<file path="src/rtl/net_pkg.sv">
// Shared networking definitions for the RX parser, status capture and the
// ARP reply scheduler.
//   pkt_type_e   : per-packet type strobe encoding from the RX parser
//   arp_snap_t   : fields frozen when an ARP request is accepted
//   arp_state_e  : reply scheduler state
//   ARP / Ethernet header constants used to build the reply frame
package net_pkg;

  typedef enum logic [1:0] {
    PKT_NONE    = 2'd0,
    PKT_ARP_REQ = 2'd1,
    PKT_ARP_RPL = 2'd2,
    PKT_OTHER   = 2'd3
  } pkt_type_e;

  localparam logic [15:0] ETHERTYPE_ARP  = 16'h0806;
  localparam logic [15:0] ARP_HTYPE_ETH  = 16'h0001;
  localparam logic [15:0] ARP_PTYPE_IP   = 16'h0800;
  localparam logic [15:0] ARP_OPER_REPLY = 16'h0002;
  localparam int          ARP_REPLY_WORDS = 11;

  // Word index width; covers 0..ARP_REPLY_WORDS-1.
  localparam int IDX_W = 4;

  typedef struct packed {
    logic [47:0] sha;  // requester MAC, becomes destination and THA
    logic [31:0] spa;  // requester IP, becomes TPA
    logic [47:0] mac;  // our MAC at accept time
    logic [31:0] ip;   // our IP at accept time
  } arp_snap_t;

  typedef enum logic [1:0] {
    ST_IDLE = 2'd0,
    ST_SEND = 2'd1,
    ST_GAP  = 2'd2
  } arp_state_e;

endpackage

</file>
<file path="src/rtl/arp_reply_fmt.sv">
// ARP reply word formatter: purely combinational mux from a word index and a
// field snapshot to one 32-bit big-endian frame word.
//   idx  : word index 0..10
//   snap : frozen request / local address fields
//   data : frame word for idx (0 for out-of-range index)
//   last : high for the final word (index 10)
module arp_reply_fmt
  import net_pkg::*;
(
  input  logic [IDX_W-1:0] idx,
  input  arp_snap_t        snap,
  output logic [31:0]      data,
  output logic             last
);

  always_comb begin
    data = '0;
    last = 1'b0;
    case (idx)
      // Ethernet header: dst = requester, src = us, type = ARP
      4'd0:  data = snap.sha[47:16];
      4'd1:  data = {snap.sha[15:0], snap.mac[47:32]};
      4'd2:  data = snap.mac[31:0];
      4'd3:  data = {ETHERTYPE_ARP, ARP_HTYPE_ETH};
      // ARP body: PTYPE, HLEN=6, PLEN=4, OPER=reply, SHA/SPA = us
      4'd4:  data = {ARP_PTYPE_IP, 8'h06, 8'h04};
      4'd5:  data = {ARP_OPER_REPLY, snap.mac[47:32]};
      4'd6:  data = snap.mac[31:0];
      4'd7:  data = snap.ip;
      // THA/TPA = requester; trailing half-word zero padded
      4'd8:  data = snap.sha[47:16];
      4'd9:  data = {snap.sha[15:0], snap.spa[31:16]};
      4'd10: begin
        data = {snap.spa[15:0], 16'h0000};
        last = 1'b1;
      end
      default: ;
    endcase
  end

endmodule

</file>
<file path="src/rtl/arp_reply_sched.sv">
// ARP reply scheduler. Qualifies ARP requests aimed at the local IP from the
// RX capture strobe, streams an 11-word reply on a valid/ready TX interface,
// then holds off for HOLDOFF_CYCLES before accepting another request.
//   clk, rst_n      : clock, synchronous active-low reset
//   i_enable        : responder armed (checked only when a request qualifies)
//   i_pkt_type      : one-cycle per-packet type strobe
//   i_SHA/SPA/TPA   : captured ARP fields of the parsed packet
//   i_local_mac/ip  : our addresses
//   o_tx_*          : TX word stream (data, valid, last) with i_tx_ready
//   o_busy          : not idle
//   o_reply_cnt     : frames completed (saturating)
//   o_drop_cnt      : qualified requests dropped while busy (saturating)
module arp_reply_sched
  import net_pkg::*;
#(
  parameter int HOLDOFF_CYCLES = 16,
  parameter int CNT_W          = 16
) (
  input  logic             clk,
  input  logic             rst_n,
  input  logic             i_enable,
  input  logic [1:0]       i_pkt_type,
  input  logic [47:0]      i_SHA,
  input  logic [31:0]      i_SPA,
  input  logic [31:0]      i_TPA,
  input  logic [47:0]      i_local_mac,
  input  logic [31:0]      i_local_ip,
  output logic [31:0]      o_tx_data,
  output logic             o_tx_valid,
  output logic             o_tx_last,
  input  logic             i_tx_ready,
  output logic             o_busy,
  output logic [CNT_W-1:0] o_reply_cnt,
  output logic [CNT_W-1:0] o_drop_cnt
);

  localparam int GAP_W    = (HOLDOFF_CYCLES > 1) ? $clog2(HOLDOFF_CYCLES) : 1;
  localparam int GAP_LOAD = (HOLDOFF_CYCLES > 0) ? HOLDOFF_CYCLES - 1 : 0;
  localparam logic [GAP_W-1:0] GAP_INIT = GAP_W'(GAP_LOAD);
  localparam logic [CNT_W-1:0] CNT_MAX  = '1;

  arp_state_e       state;
  arp_snap_t        snap;
  logic [IDX_W-1:0] idx;
  logic [GAP_W-1:0] gap_cnt;

  logic             qual, fire, load;
  logic [IDX_W-1:0] fmt_idx;
  arp_snap_t        fmt_snap;
  logic [31:0]      fmt_data;
  logic             fmt_last;

  assign qual = (i_pkt_type == PKT_ARP_REQ) && (i_TPA == i_local_ip) && i_enable;
  assign fire = o_tx_valid && i_tx_ready;
  assign load = (state == ST_IDLE) && qual;

  // The formatter is fed with the values that will be registered this cycle,
  // so the output word is registered and W0 appears one cycle after accept
  // already built from the freshly captured fields.
  always_comb begin
    fmt_idx  = load ? '0 : idx + IDX_W'(1);
    fmt_snap = snap;
    if (load) begin
      fmt_snap.sha = i_SHA;
      fmt_snap.spa = i_SPA;
      fmt_snap.mac = i_local_mac;
      fmt_snap.ip  = i_local_ip;
    end
  end

  arp_reply_fmt u_fmt (
    .idx  (fmt_idx),
    .snap (fmt_snap),
    .data (fmt_data),
    .last (fmt_last)
  );

  always_ff @(posedge clk) begin
    if (!rst_n) begin
      state       <= ST_IDLE;
      snap        <= '0;
      idx         <= '0;
      gap_cnt     <= '0;
      o_tx_data   <= '0;
      o_tx_valid  <= 1'b0;
      o_tx_last   <= 1'b0;
      o_reply_cnt <= '0;
      o_drop_cnt  <= '0;
    end else begin
      // Any qualified request outside IDLE is lost, including one arriving
      // in the same cycle the last word is accepted.
      if (qual && (state != ST_IDLE) && (o_drop_cnt != CNT_MAX))
        o_drop_cnt <= o_drop_cnt + CNT_W'(1);

      case (state)
        ST_IDLE: begin
          if (qual) begin
            snap       <= fmt_snap;
            idx        <= '0;
            o_tx_data  <= fmt_data;
            o_tx_last  <= fmt_last;
            o_tx_valid <= 1'b1;
            state      <= ST_SEND;
          end
        end

        ST_SEND: begin
          // Data/last only move on an accepted beat, so they stay stable
          // while the sink stalls.
          if (fire) begin
            if (o_tx_last) begin
              o_tx_valid <= 1'b0;
              o_tx_last  <= 1'b0;
              o_tx_data  <= '0;
              idx        <= '0;
              if (o_reply_cnt != CNT_MAX)
                o_reply_cnt <= o_reply_cnt + CNT_W'(1);
              if (HOLDOFF_CYCLES == 0) begin
                state <= ST_IDLE;
              end else begin
                state   <= ST_GAP;
                gap_cnt <= GAP_INIT;
              end
            end else begin
              idx       <= fmt_idx;
              o_tx_data <= fmt_data;
              o_tx_last <= fmt_last;
            end
          end
        end

        ST_GAP: begin
          if (gap_cnt == '0) state   <= ST_IDLE;
          else               gap_cnt <= gap_cnt - GAP_W'(1);
        end

        default: state <= ST_IDLE;
      endcase
    end
  end

  assign o_busy = (state != ST_IDLE);

endmodule

</file>
<file path="config.mk">
export PLATFORM = sky130hd
export DESIGN_NAME = arp_reply_sched
export DESIGN_NICKNAME = d
export VERILOG_FILES = /design/src/rtl/net_pkg.sv /design/src/rtl/arp_reply_fmt.sv /design/src/rtl/arp_reply_sched.sv
export SDC_FILE = /design/constraint.sdc
export NUM_CORES = 1
export LEC_CHECK = 0
export CAP_MARGIN = 30
export CORE_ASPECT_RATIO = 0.8
export CORE_MARGIN = 10
export CORE_UTILIZATION = 52
export DETAILED_ROUTE_END_ITERATION = 8
export HOLD_SLACK_MARGIN = 0.1
export PLACE_DENSITY_LB_ADDON = 0.3
export SYNTH_ARGS = -nofsm -noshare
export SYNTH_HDL_FRONTEND = slang
export SYNTH_SLANG_ARGS = --single-unit
</file>
<file path="constraint.sdc">
create_clock -name clk -period 5.9 [get_ports clk]
set_input_delay 0.59 -clock clk [delete_from_list [all_inputs] [get_ports clk]]
set_output_delay 0.59 -clock clk [all_outputs]
set_load 0.005 [all_outputs]
</file>
==> flow_summary.yaml, run 1 <==
clock_network:
  postCtsHoldBufs: 0
  postCtsResizedCells: 0
  tritoncts_clock_tree: "done"
  clock_latency_ns: 0.52
  clkSlewWorstSetupHoldPaths_ns: 0.07
  post_cts_setup_buffers: 0
  clock-root-buffer: "sky130_fd_sc_hd__clkbuf_16"
  cts.sinks: 236
  cts-buffers-inserted: 24
  h_tree_level_count: 1
  cts.path.max_buffers: 3
global_route:
  grt_pass1_wl_um: 53900
  first_global_vias: 10100
  grtUsageTotal: 0.252
  grt_max_degree: 165
  global_route.overflow_total: 0
  grt_antenna_before_repair: 1
placement:
  place_hpwl_um: 24600
  place.port_buffers: 264
  placed_area_um2: 13100
  globalplace.congestion: 0.868
  place_worst_setup_slack_ns: 1.95
floorplanning:
  fp.dieH_um: 146
  std_cell_rows: 46
  ioPinCount: 265
  floorplan.initialDensity: 0.526
  core_area_um2: 19700
  die_area_um2: 26100
  fp.dieW_um: 178
worst_setup_path:
  critPathLaunchType: "input port"
  critPathCapture: "o_tx_data[2]"
  setup.reg_to_reg.worst_slack_ns: 2.75
  cell_breakdown_of_the_critical_path: "clkdlybuf4s50_1 -> xor2_1 -> nor4_1 -> nand3_1 -> or4_4 -> buf_12 -> mux2i_1 -> a21oi_1 -> a21o_1"
  setup.worst_path.end_class: "flip-flop"
  critical_path.slowest_cell: "sky130_fd_sc_hd__or4_4"
  critical_path.reg2reg.endpoint: "o_tx_data[0]"
  worstReg2RegStart: "idx[0]"
  crit_required_ns: 6.31
  r2r.worst_path.cells: 9
  path_max_fanout: 145
  startpoint: "i_local_ip[3]"
  critical_path.max_stage_delay_ns: 0.83
  path_class: "in -> reg"
  timing.critical_path.arrival_ns: 3.98
yosys:
  ys_async_sr_fraction: 0
  synth_enable_flop_cells: 0
  synth-warning-count: 0
  number_of_synthesized_register_bits: 236
  syn_area_um2: 10400
  ys_seq_area_frac: 0.455
  synth_fp_nets: 1513
  synth_area_per_cell_um2: 7.92
  commonest_register_cell_after_synthesis: "sky130_fd_sc_hd__dfxtp_1"
  synthCells: 1311
  yosys.cell_types.count: 56
sta:
  tightest_pin_transition_ns: 1.08
  final_count_of_pins_violating_max_slew: 0
  timing.final.hold_violations: 0
  rsz_0062_raised_after_global_routing: "no"
  skew_ns: 0.0104
  timing.fmax_ghz: 0.280
  fin_tns_setup_ns: 0
  fin_crit_sh: 0.605
  fin_ws_ns: 2.33
  period_minus_slack_ns: 3.57
  relative_slew_margins: 0.277
  setup_violations: 0
pwr:
  ir_drop_mv: 0.177
  total_power_mw: 3.31
  leakage_nw: 4.65
  power_density_nw_per_um2: 240
routing:
  drt-initial-drc-count: 1300
  firstDrtPassIters: 6
  totalWireLength_um: 34800
  routed_via_density: 5.81
  drc: 0
  postRouteAntennaNets: 0
  route.detailed.wl_per_inst_um: 19.4
  vias: 10400
finish:
  seq_area_um2: 4720
  final_net_count: 1716
  area_growth_syn_to_layout_pct: 33.1
  layout-drive-gt1-share: 0.0405
  diodes: 0
  filler_cell_count: 1633
  commonest_cells_after_routing_fill_and_taps_aside: "sky130_fd_sc_hd__nand2_1, sky130_fd_sc_hd__clkdlybuf4s50_1, sky130_fd_sc_hd__dfxtp_1"
  finish.instance_area_um2: 13800
  multi_input_comb_area_um2: 5210
  mostFrequentLayoutCell: "sky130_fd_sc_hd__nand2_1"
flow_run:
  drv_cap: 0
hold_path:
  hold_path.class: "reg -> reg"
status:
  status: "finished, final reports clean"
## worst max-delay path, delay by kind of cell
family          cells  cell delay [ns]
xor+xnor            1             0.19
mux                 1             0.25
simple gates        3             1.72
compound gates      2             0.25
buf+inv             2             0.88
## cell usage after synthesis, types with 3 or more instances
cell type | instances | area share
sky130_fd_sc_hd__xnor2_1 | 14 | 0.012
sky130_fd_sc_hd__dfxtp_1 | 236 | 0.45
sky130_fd_sc_hd__a31oi_1 | 6 | 0.0036
sky130_fd_sc_hd__o21ai_0 | 39 | 0.019
sky130_fd_sc_hd__nand3_1 | 31 | 0.015
sky130_fd_sc_hd__nor4_1 | 8 | 0.0048
sky130_fd_sc_hd__inv_1 | 9 | 0.0033
sky130_fd_sc_hd__a222oi_1 | 26 | 0.025
sky130_fd_sc_hd__nor2_1 | 64 | 0.023
sky130_fd_sc_hd__nor3_1 | 14 | 0.0067
sky130_fd_sc_hd__a221o_1 | 3 | 0.0029
sky130_fd_sc_hd__a211oi_1 | 4 | 0.0029
sky130_fd_sc_hd__a21oi_1 | 171 | 0.082
sky130_fd_sc_hd__a211o_1 | 14 | 0.012
sky130_fd_sc_hd__a32o_1 | 14 | 0.013
sky130_fd_sc_hd__o21bai_1 | 3 | 0.0022
sky130_fd_sc_hd__mux2i_1 | 7 | 0.0067
sky130_fd_sc_hd__and4_1 | 5 | 0.0042
sky130_fd_sc_hd__a22oi_1 | 29 | 0.021
sky130_fd_sc_hd__nand2_1 | 381 | 0.14
sky130_fd_sc_hd__and2_1 | 11 | 0.0066
sky130_fd_sc_hd__and4b_1 | 3 | 0.0029
sky130_fd_sc_hd__or3_1 | 5 | 0.0030
sky130_fd_sc_hd__o31ai_1 | 4 | 0.0029
sky130_fd_sc_hd__buf_4 | 10 | 0.0072
sky130_fd_sc_hd__nand4_1 | 17 | 0.010
sky130_fd_sc_hd__a221oi_1 | 3 | 0.0025
sky130_fd_sc_hd__nor4_2 | 3 | 0.0036
sky130_fd_sc_hd__nor2b_1 | 9 | 0.0054
sky130_fd_sc_hd__buf_2 | 35 | 0.017
sky130_fd_sc_hd__ha_1 | 4 | 0.0048
sky130_fd_sc_hd__and3_1 | 7 | 0.0042
sky130_fd_sc_hd__or4_1 | 3 | 0.0022
sky130_fd_sc_hd__xor2_1 | 37 | 0.031
sky130_fd_sc_hd__nand2b_1 | 8 | 0.0048
sky130_fd_sc_hd__clkbuf_1 | 52 | 0.019
## cell families (layout without fill, tap and decap cells)
kind of cell | after synthesis | after routing | share of synthesized area
compound gates | 328 | 328 | 0.201
xor+xnor | 52 | 52 | 0.0446
fa+ha+maj | 4 | 4 | 0.00482
buf+inv | 108 | 326 | 0.0476
flops | 236 | 236 | 0.455
mux | 7 | 7 | 0.00675
simple gates | 576 | 576 | 0.240
## registers in the layout (all words and copies together), names as in the netlist
signal       flops
gap_cnt          4
idx              4
o_drop_cnt      16
o_reply_cnt     16
o_tx_data       32
o_tx_last        1
o_tx_valid       1
snap           160
state            2
## layout make-up
cell class	instances	area share
clock buffers	33	0.0489
repair buffers	275	0.199
inverters	10	0.00308
well taps	264	0.0239
clock inverters	8	0.00651
flip-flops and latches	236	0.342
multi-input cells	967	0.377
## metrics by stage
stage          hold WS (ns)  cells  utilization
2_1_floorplan         0.429   1311            -
3_3_place_gp          0.435   1750        0.661
3_5_place_dp          0.438   1752        0.662
4_1_cts               0.451   1793        0.700
5_1_grt               0.468   1793        0.700
6_report              0.451   1793        0.700
## per-layer routing
metal,GRT usage,vias up,part of all wire
met2,0.404,518,0.46
met4,0.0674,2,0.024
met5,0,-,0.00037
li1,-,4958,-
met1,0.326,4881,0.40
met3,0.0704,65,0.11
## where the power goes
part	internal [mW]	total, mW	switching (mW)
combinational	0.134	0.221	0.0872
sequential	1.59	1.59	0.000000000132
clock	0.884	1.50	0.617
## worst min path at each step
| stage | from | depth (start not counted) | slack [ns] | endpoint |
|---|---|---|---|---|
| floorplan | snap[41] | 2 | 0.43 | snap[41] |
| finish | snap[66] | 2 | 0.45 | snap[66] |
| global route | o_tx_data[2] | 1 | 0.47 | o_tx_data[2] |
| detailed placement | o_tx_data[2] | 1 | 0.44 | o_tx_data[2] |
| CTS | o_tx_data[2] | 1 | 0.45 | o_tx_data[2] |
| global placement | snap[42] | 2 | 0.43 | snap[42] |
Power figures use the tool's default switching activity.
==> run 2, diff against run 1 <==
--- a/config.mk
+++ b/config.mk
@@ -8,7 +8,7 @@
 export CAP_MARGIN = 30
 export CORE_ASPECT_RATIO = 0.8
 export CORE_MARGIN = 10
-export CORE_UTILIZATION = 52
+export CORE_UTILIZATION = 49
 export DETAILED_ROUTE_END_ITERATION = 8
 export HOLD_SLACK_MARGIN = 0.1
 export PLACE_DENSITY_LB_ADDON = 0.3
==> constraint.sdc (replaced) <==
create_clock -name clk -period 3.7 [get_ports clk]
set_input_delay 0.37 -clock clk [delete_from_list [all_inputs] [get_ports clk]]
set_output_delay 0.37 -clock clk [all_outputs]
set_load 0.005 [all_outputs]
==> run 2 against run 1 <==
  * Total power up 60%
  * Highest routed layer is now met4
  * First-iteration DRC count is 5.2% higher
  * Via count rose by 0.82%
  * Count of clock-buffer cells in the layout is 1 higher
  * Critical endpoint is now o_tx_data[0]
  * Largest cell class unchanged
  * Sequential power up 60%
==> flow_summary.yaml, run 2 (same netlist as run 1, synthesis figures left out) <==
clock_network:
  postCtsHoldBufs: 0
  tritoncts_clock_tree: "done"
  clkSlewWorstSetupHoldPaths_ns: 0.06
  h_tree_level_count: 1
  cts.sinks: 236
  post_cts_setup_buffers: 0
  cts-buffers-inserted: 24
  clock_latency_ns: 0.51
  cts.path.max_buffers: 3
  postCtsResizedCells: 0
  clock-root-buffer: "sky130_fd_sc_hd__clkbuf_16"
status:
  status: "finished, final reports clean"
finish:
  finish.instance_area_um2: 14000
  layout.core_utilization: 0.673
  commonest_cells_after_routing_fill_and_taps_aside: "sky130_fd_sc_hd__nand2_1, sky130_fd_sc_hd__clkdlybuf4s50_1, sky130_fd_sc_hd__dfxtp_1"
  layout_top_registers: "snap (160), o_tx_data (32)"
  mostFrequentLayoutCell: "sky130_fd_sc_hd__nand2_1"
  layout-drive-gt1-share: 0.0487
  max_flop_register: "snap"
  area_growth_syn_to_layout_pct: 34.4
  largest_register_ff_count: 160
  final_net_count: 1727
flow_run:
  drv_cap: 0
global_route:
  grtUsageTotal: 0.244
  grt_antenna_before_repair: 4
  global_route.overflow_total: 0
  grt_max_degree: 142
  grt_pass1_wl_um: 55300
  first_global_vias: 10000
floorplanning:
  core_area_um2: 20800
  die_area_um2: 27500
  fp.dieW_um: 183
  floorplan.initialDensity: 0.500
  ioPinCount: 265
  fp.dieH_um: 150
  std_cell_rows: 47
worst_setup_path:
  path_class: "in -> reg"
  path_max_fanout: 141
  crit_required_ns: 4.10
  cell_breakdown_of_the_critical_path: "clkdlybuf4s50_1 -> nor2b_1 -> nor4_2 -> nand4_1 -> or4_4 -> buf_12 -> nor2_1 -> o31ai_1 -> a221o_1"
  setup.reg_to_reg.worst_slack_ns: 0.87
  timing.critical_path.arrival_ns: 3.24
  critical_path.max_stage_delay_ns: 0.59
  startpoint: "i_local_ip[14]"
  worstReg2RegStart: "idx[1]"
  r2r.worst_path.cells: 9
  critPathLaunchType: "input port"
  critical_path.slowest_cell: "sky130_fd_sc_hd__or4_4"
  setup.worst_path.end_class: "flip-flop"
  critical_path.reg2reg.endpoint: "o_tx_data[0]"
  critPathCapture: "o_tx_data[0]"
routing:
  routed_via_density: 5.80
  drt-initial-drc-count: 1367
  route.detailed.wl_per_inst_um: 19.6
  totalWireLength_um: 35500
  firstDrtPassIters: 8
  postRouteAntennaNets: 0
  vias: 10500
  drc: 0
sta:
  skew_ns: 0.0128
  fin_crit_sh: 0.767
  timing.final.hold_violations: 0
  finalHoldWorstSlack_ns: 0.405
  relative_slew_margins: 0.371
  timing.fmax_ghz: 0.352
  rsz_0062_raised_after_global_routing: "no"
  tightest_pin_transition_ns: 0.939
  period_minus_slack_ns: 2.84
  setup_violations: 0
  fin_tns_setup_ns: 0
  final_count_of_pins_violating_max_slew: 0
pwr:
  leakage_nw: 4.72
  power_density_nw_per_um2: 379
  ir_drop_mv: 0.285
placement:
  globalplace.congestion: 0.919
  placed_area_um2: 13200
  place_hpwl_um: 25700
  place.port_buffers: 264
hold_path:
  hold_path.class: "in -> reg"
run 2: cell count changes in the layout (fill, tap and decap cells not counted):
cell / change
sky130_fd_sc_hd__buf_12: +2
sky130_fd_sc_hd__diode_2: +5
sky130_fd_sc_hd__buf_6: -1
sky130_fd_sc_hd__clkbuf_8: +4
sky130_fd_sc_hd__clkinv_4: +1
sky130_fd_sc_hd__clkbuf_1: -3
sky130_fd_sc_hd__buf_4: +10
sky130_fd_sc_hd__clkinv_2: -2
sky130_fd_sc_hd__bufinv_16: -1
run 2: through the flow:
stage                     worst slack [ns]  instances  total power, mW
after floorplan                       1.42       1311             2.68
after detailed placement             0.404       1768             2.95
after global placement               0.444       1768             2.95
after global routing                 0.688       1810             5.45
after CTS                            0.935       1808             5.32
final                                0.862       1813             5.30
run 2: worst min-delay path by stage:
stage / slack (ns) / endpoint / startpoint / depth (start not counted)
6_report: 0.41 / snap[104] / i_SPA[24] / 3
5_1_grt: 0.42 / snap[71] / i_local_mac[39] / 3
4_1_cts: 0.40 / snap[80] / i_SPA[0] / 3
3_5_place_dp: 0.44 / snap[139] / snap[139] / 2
3_3_place_gp: 0.44 / snap[42] / snap[42] / 2
2_1_floorplan: 0.43 / snap[41] / snap[41] / 2
run 2: final cells by class:
cell class                      count  area, um^2
Antenna cell                        5        12.5
Clock buffer                       34         719
Clock inverter                      6        58.8
Fill cell                        1739        6800
Inverter                           10        42.5
Multi-Input combinational cell    967        5210
Sequential cell                   236        4720
Tap cell                          269         337
Timing Repair Buffer              286        2860
run 2: power breakdown:
group          internal, mW  leakage [nW]  switching [mW]
combinational         0.216          2.43           0.144
clock                  1.41         0.389           0.982
sequential             2.54          1.90  0.000000000212
run 2: critical path, delay by kind of cell:
kind	cells	cell delay [ns]
simple gates	5	1.65
buf+inv	2	0.74
compound gates	2	0.35
run 2: layer usage:
metal / global-route usage / wire, um / vias up
li1: - / - / 4997
met1: 0.320 / 14800 / 4969
met2: 0.394 / 16600 / 492
met3: 0.0686 / 3530 / 51
met4: 0.0552 / 583 / 0
met5: 0 / 0 / -
